### src/rtl/instr_mem_loader_if.sv
// Byte-stream input, memory write port and status bundle of the instruction-memory loader.
// checksum exists only when LOADER_CHECKSUM_EN is defined.
interface instr_mem_loader_if;
  logic        start;
  logic        byte_valid;
  logic [7:0]  byte_data;
  logic        byte_last;
  logic        byte_ready;
  logic        write_en;
  logic [31:0] write_addr;
  logic [31:0] data_in;
  logic        cpu_hold;
  logic        done;
  logic [16:0] word_count;
  logic        err_overflow;
`ifdef LOADER_CHECKSUM_EN
  logic [31:0] checksum;
`endif

  // master: program source / supervisor side
  modport master (
    output start, byte_valid, byte_data, byte_last,
    input  byte_ready, write_en, write_addr, data_in, cpu_hold, done,
           word_count, err_overflow
`ifdef LOADER_CHECKSUM_EN
    , input checksum
`endif
  );

  modport slave (
    input  start, byte_valid, byte_data, byte_last,
    output byte_ready, write_en, write_addr, data_in, cpu_hold, done,
           word_count, err_overflow
`ifdef LOADER_CHECKSUM_EN
    , output checksum
`endif
  );
endinterface

### src/rtl/instr_mem_loader.sv
// Packs a big-endian byte stream into 32-bit words and writes them to instruction memory.
// Optional LOADER_CHECKSUM_EN adds a running mod-2^32 sum of written words.
//
// state | meaning
// IDLE  | waiting for start, CPU free
// RECV  | accepting bytes into the current word
// WRITE | one-cycle memory write (or drop on overflow)
// DONE  | load finished, CPU released
module instr_mem_loader #(
  parameter logic [31:0] BASE_ADDR = 32'd0,
  parameter int unsigned MAX_WORDS = 65536
) (
  input  logic               clk,
  input  logic               rst,
  instr_mem_loader_if.slave  bus
);

  localparam logic [16:0] MAX_WC = 17'(MAX_WORDS);

  typedef enum logic [1:0] {IDLE, RECV, WRITE, DONE} state_t;

  state_t      state, state_d;
  logic        byte_ready, byte_ready_d;
  logic        write_en, write_en_d;
  logic [31:0] write_addr, write_addr_d;
  logic [31:0] data_in, data_in_d;
  logic        cpu_hold, cpu_hold_d;
  logic        done, done_d;
  logic [16:0] word_count, word_count_d;
  logic        err_overflow, err_overflow_d;
  logic [1:0]  idx, idx_d;
  logic [31:0] word_buf, word_buf_d;
  logic        last_seen, last_seen_d;
  logic [31:0] assembled;
  logic [4:0]  shamt;
`ifdef LOADER_CHECKSUM_EN
  logic [31:0] checksum, checksum_d;
`endif

  // lane (3 - idx) gives big-endian packing; ~idx == 3 - idx for 2 bits
  assign shamt     = {~idx, 3'b000};
  assign assembled = word_buf | ({24'b0, bus.byte_data} << shamt);

  always_comb begin
    state_d        = state;
    byte_ready_d   = byte_ready;
    write_en_d     = 1'b0;
    write_addr_d   = write_addr;
    data_in_d      = data_in;
    cpu_hold_d     = cpu_hold;
    done_d         = done;
    word_count_d   = word_count;
    err_overflow_d = err_overflow;
    idx_d          = idx;
    word_buf_d     = word_buf;
    last_seen_d    = last_seen;
`ifdef LOADER_CHECKSUM_EN
    checksum_d     = checksum;
`endif

    case (state)
      IDLE, DONE: begin
        if (bus.start) begin
          state_d        = RECV;
          byte_ready_d   = 1'b1;
          cpu_hold_d     = 1'b1;
          done_d         = 1'b0;
          word_count_d   = 17'd0;
          err_overflow_d = 1'b0;
          write_addr_d   = BASE_ADDR;
          idx_d          = 2'd0;
          word_buf_d     = 32'd0;
          last_seen_d    = 1'b0;
`ifdef LOADER_CHECKSUM_EN
          checksum_d     = 32'd0;
`endif
        end
      end

      RECV: begin
        if (bus.byte_valid && byte_ready) begin
          idx_d      = idx + 2'd1;
          word_buf_d = assembled;
          if (idx == 2'd3 || bus.byte_last) begin
            state_d      = WRITE;
            byte_ready_d = 1'b0;
            data_in_d    = assembled;
            last_seen_d  = bus.byte_last;
            write_en_d   = (word_count < MAX_WC);
          end
        end
      end

      WRITE: begin
        if (write_en) begin
          write_addr_d = write_addr + 32'd1;
          word_count_d = word_count + 17'd1;
`ifdef LOADER_CHECKSUM_EN
          checksum_d   = checksum + data_in;
`endif
        end else begin
          err_overflow_d = 1'b1;
        end
        idx_d      = 2'd0;
        word_buf_d = 32'd0;
        if (last_seen) begin
          state_d      = DONE;
          byte_ready_d = 1'b0;
          cpu_hold_d   = 1'b0;
          done_d       = 1'b1;
        end else begin
          state_d      = RECV;
          byte_ready_d = 1'b1;
        end
      end

      default: state_d = IDLE;
    endcase
  end

  always_ff @(posedge clk) begin
    if (!rst) begin
      state        <= IDLE;
      byte_ready   <= 1'b0;
      write_en     <= 1'b0;
      write_addr   <= BASE_ADDR;
      data_in      <= 32'd0;
      cpu_hold     <= 1'b0;
      done         <= 1'b0;
      word_count   <= 17'd0;
      err_overflow <= 1'b0;
      idx          <= 2'd0;
      word_buf     <= 32'd0;
      last_seen    <= 1'b0;
`ifdef LOADER_CHECKSUM_EN
      checksum     <= 32'd0;
`endif
    end else begin
      state        <= state_d;
      byte_ready   <= byte_ready_d;
      write_en     <= write_en_d;
      write_addr   <= write_addr_d;
      data_in      <= data_in_d;
      cpu_hold     <= cpu_hold_d;
      done         <= done_d;
      word_count   <= word_count_d;
      err_overflow <= err_overflow_d;
      idx          <= idx_d;
      word_buf     <= word_buf_d;
      last_seen    <= last_seen_d;
`ifdef LOADER_CHECKSUM_EN
      checksum     <= checksum_d;
`endif
    end
  end

  assign bus.byte_ready   = byte_ready;
  assign bus.write_en     = write_en;
  assign bus.write_addr   = write_addr;
  assign bus.data_in      = data_in;
  assign bus.cpu_hold     = cpu_hold;
  assign bus.done         = done;
  assign bus.word_count   = word_count;
  assign bus.err_overflow = err_overflow;
`ifdef LOADER_CHECKSUM_EN
  assign bus.checksum     = checksum;
`endif

endmodule

### src/flat_wrapper.sv
// flat-port wrapper written by rule: the top's interface ports become plain ports
module instr_mem_loader_flat 
#(
  parameter logic [31:0] BASE_ADDR = 32'd0,
  parameter int unsigned MAX_WORDS = 65536
)
  (clk, rst, bus_start, bus_byte_valid, bus_byte_data, bus_byte_last, bus_byte_ready, bus_write_en, bus_write_addr, bus_data_in, bus_cpu_hold, bus_done, bus_word_count, bus_err_overflow);
  instr_mem_loader_if bus_i ();
  input  logic clk;
  input  logic rst;
  input wire logic [$bits(bus_i.start)-1:0] bus_start;
  input wire logic [$bits(bus_i.byte_valid)-1:0] bus_byte_valid;
  input wire logic [$bits(bus_i.byte_data)-1:0] bus_byte_data;
  input wire logic [$bits(bus_i.byte_last)-1:0] bus_byte_last;
  output wire logic [$bits(bus_i.byte_ready)-1:0] bus_byte_ready;
  output wire logic [$bits(bus_i.write_en)-1:0] bus_write_en;
  output wire logic [$bits(bus_i.write_addr)-1:0] bus_write_addr;
  output wire logic [$bits(bus_i.data_in)-1:0] bus_data_in;
  output wire logic [$bits(bus_i.cpu_hold)-1:0] bus_cpu_hold;
  output wire logic [$bits(bus_i.done)-1:0] bus_done;
  output wire logic [$bits(bus_i.word_count)-1:0] bus_word_count;
  output wire logic [$bits(bus_i.err_overflow)-1:0] bus_err_overflow;
  assign bus_i.start = bus_start;
  assign bus_i.byte_valid = bus_byte_valid;
  assign bus_i.byte_data = bus_byte_data;
  assign bus_i.byte_last = bus_byte_last;
  assign bus_byte_ready = bus_i.byte_ready;
  assign bus_write_en = bus_i.write_en;
  assign bus_write_addr = bus_i.write_addr;
  assign bus_data_in = bus_i.data_in;
  assign bus_cpu_hold = bus_i.cpu_hold;
  assign bus_done = bus_i.done;
  assign bus_word_count = bus_i.word_count;
  assign bus_err_overflow = bus_i.err_overflow;
  instr_mem_loader #(.BASE_ADDR(BASE_ADDR), .MAX_WORDS(MAX_WORDS)) u_core (.clk(clk), .rst(rst), .bus(bus_i));
endmodule
### config.mk
export PLATFORM = sky130hd
export DESIGN_NAME = instr_mem_loader_flat
export DESIGN_NICKNAME = d
export VERILOG_FILES = /design/src/rtl/instr_mem_loader_if.sv /design/src/rtl/instr_mem_loader.sv /design/src/flat_wrapper.sv
export SDC_FILE = /design/constraint.sdc
export NUM_CORES = 1
export LEC_CHECK = 0
export CAP_MARGIN = 5
export CORE_ASPECT_RATIO = 1.5
export CORE_MARGIN = 1
export CORE_UTILIZATION = 52
export CTS_CLUSTER_SIZE = 16
export DETAILED_ROUTE_END_ITERATION = 10
export PLACE_DENSITY_LB_ADDON = 0.05
export RECOVER_POWER = 50
export SLEW_MARGIN = 10
export SYNTH_ARGS = -nofsm -noshare
export SYNTH_HDL_FRONTEND = slang
export SYNTH_SLANG_ARGS = --single-unit
### constraint.sdc
create_clock -name clk -period 3.09 [get_ports clk]
set_input_delay 0.618 -clock clk [delete_from_list [all_inputs] [get_ports clk]]
set_output_delay 0.618 -clock clk [all_outputs]
set_load 0.02 [all_outputs]
==> results of run 1 <==
[sequential cells by signal, indices dropped and copies added, names as in the netlist, 2 cells and up]
register               flops
u_core.idx                 2
u_core.bus.word_count     17
u_core.word_buf           32
u_core.bus.write_addr     32
u_core.bus.data_in        32
u_core.state               2
[per-stage QoR]
| stage | power [W] | hold slack [ns] |
|---|---|---|
| global placement | 0.00215 | 0.480 |
| detailed placement | 0.00216 | 0.488 |
| finish | 0.00409 | 0.491 |
| global route | 0.00424 | 0.510 |
| CTS | 0.00414 | 0.503 |
| floorplan | 0.00200 | 0.489 |
[worst register-to-register path, cell delays in order (launching register included)]
cell     delay [ns]
dfxtp_1        0.37
inv_1          0.06
ha_1           0.38
mux2i_1        0.21
or4_1          0.83
nor4_1         0.45
xnor2_1        0.16
nor2_1         0.05
[where the power goes]
group / internal, W / total (W) / switching (W)
Sequential: 0.00163 / 0.00165 / 0.0000269
Clock: 0.00132 / 0.00198 / 0.000657
Combinational: 0.000154 / 0.000454 / 0.000300
[kinds of logic after synthesis]
family | after synthesis
multiplexers | 3
buffers and inverters | 55
XOR/XNOR | 41
flip-flops | 123
adder cells (fa/ha/maj) | 6
AND/OR/NAND/NOR | 231
AO/OA/AOI/OAI | 125
[worst paths after layout]
path                           from                         to  slack (ns)  cells after the start
max reg2reg         u_core.state[0]  u_core.bus.write_addr[25]        0.45                      7
min          u_core.bus.data_in[22]     u_core.bus.data_in[22]        0.49                      1
min reg2reg  u_core.bus.data_in[22]     u_core.bus.data_in[22]        0.49                      1
max                 u_core.state[0]  u_core.bus.write_addr[25]        0.45                      7
[synth_stat cells]
library cell    n
o211ai_1        1
mux2i_1         3
and4_1          4
xnor2_1        27
dfxtp_1       123
nor4_2          1
o21a_1          1
or3_1           4
nand3_1        16
and2_1          6
a211oi_1        1
nand4_1         9
nor4_1          6
buf_4           1
and3_1          6
o211a_1        33
xor2_1         14
nor4b_1         1
nor4_4          1
nor2_1         54
nand2_1        57
nor3b_1         2
or4_1           3
buf_6           1
a21oi_1        44
nor3_1         14
inv_1           9
clkbuf_1       39
ha_1            6
nor2b_1        43
o21ai_1         1
a22oi_1        36
buf_2           5
o21ai_0         8
nand2b_1        3
or2_2           1
[layout make-up]
cell class,instances,share of cell area [%]
inverters,9,0.496
multi-input cells,406,37.2
repair buffers,108,15.2
flip-flops and latches,123,36.2
clock inverters,7,1.67
well taps,115,2.11
clock buffers,24,7.08
[layer usage]
metal / share of wire (%) / wire (um) / track usage [%] / vias up
met3: 3.8 / 441 / 4.90 / 17
met1: 42 / 4830 / 26.4 / 2047
met5: 0 / 0 / 0 / -
li1: - / - / - / 2180
met4: 2.1 / 241 / 9.87 / 0
met2: 52 / 6030 / 40.6 / 95
==> results.toml, run 1 <==
[timing]
period_share_pct = 85.4
slew_headroom_pct = 22.9
post-route-min-period_ns = 2.64
setup_slack_ns = 0.451
rsz0062_at_grt = "false"
final_max_slew_viol_count = 0
setup_viol = 0
tightest_slew_ns = 1.16
fmax_ghz = 0.379
clock-skew-final_ns = 0.00647
setup_tns_ns = 0
finalHoldViolations = 0

[cts]
numClockSinks = 123
cts_root_buf = "clkbuf_16"
cts_resized = 0
ctsLongestPathBuffers = 2
cts_buffers = 17
ctsHoldBuffers = 0
cts_tree = "built"
clk_pin_slew_ns = 0.05
clk_latency_ns = 0.41
h-tree-depth = 4
postCtsSetupRepairBufs = 0

[routing]
ant_nets = 0
route.detailed.drc = 0
avgViaCountPerCell = 5.48
drt_iter0_drc = 221
drt_first_pass_iters = 4
vias = 4339
wl_per_cell_um = 14.6
wl_um = 11500

[finish]
multi_input_area_mm2 = 0.00253
final_common_cell = "dfxtp_1"
area_growth_pct = 30.7
postLayoutCoreUtil_pct = 70.2
num_antenna_cells = 0
final_cell_area_mm2 = 0.00681
ff_latch_area_mm2 = 0.00246
nets = 684
final_cells = 792
num-fill-cells = 773
drive_above_1_share_pct = 5.91
layout_common_cells = "dfxtp_1, nand2_1, nor2_1"

[yosys]
netlist.area_leader.share_pct = 47.3
synth-xor-area-share_pct = 6.89
synthAdderAreaFrac_pct = 1.44
synth_nets = 603
ys_top_cells_by_area = "dfxtp_1, o211a_1, a22oi_1"
synth_mux_area_share_pct = 0.577
ys_seq_area_share_pct = 47.3
synth_simple_gate_area_share_pct = 22.5
synth_top_area_cell = "dfxtp_1"
ys_ff_latch = 123
synth-compound-area-share_pct = 17.1
synth_cell_type_count = 36
ys_warn_count = 0
synth_top_family_by_area = "simple AND/OR/NAND/NOR gates"
netlist_area_mm2 = 0.00521
syn_inst = 584
avgSynthCellArea_um2 = 8.92

[floorplanning]
ios = 99
chipWidth_um = 83.7
die-area_mm2 = 0.0104
start_util_pct = 53.8
die_h_um = 125
fp-row-count = 44
design.core.area_mm2 = 0.00969

[worst_setup_path]
crit_fanout = 15
cp_slowest_cell = "or4_1"
critPathKind = "reg -> reg"
critPathRequiredTime_ns = 3.37
endpoint_kind = "register"
crit_path_start_kind = "register"
critPathBufInv = 1
critPathArrivalTime_ns = 2.92
path_delay_family = "simple AND/OR/NAND/NOR gates"
path_cells = "inv_1 -> ha_1 -> mux2i_1 -> or4_1 -> nor4_1 -> xnor2_1 -> nor2_1"
cpPeakStageDelay_ns = 0.83

[global_routing]
grt_max_degree = 65
overflow = 0
grt_pass1_wl_um = 19500
gr-usage-all-layers_pct = 23.0
antenna_found_initial = 0
grt_pass1_vias = 4154

[placement]
pre_cts_slack_ns = 0.266
dp_hpwl_um = 7870
dpl_cell_area_mm2 = 0.00624
gp_congestion = 0.774
port_buffers = 98
placed_cells = 761

[power]
leakage_nw = 2.84
irDropWorstVdd_uv = 575
power_density_mw_per_mm2 = 601

[job]
drv_cap = 0

[hold_path]
hold_path_class = "reg -> reg"

[outcome]
outcome = "finished clean"
(Power assumes the default switching activity.)
==> run 2, diff against run 1 <==
Settings changed: SETUP_SLACK_MARGIN set to 0.05, SLEW_MARGIN 10 to 5.
==> results of run 2 <==
Same layout as run 1: the final DEF is identical, and so are final timing and power.
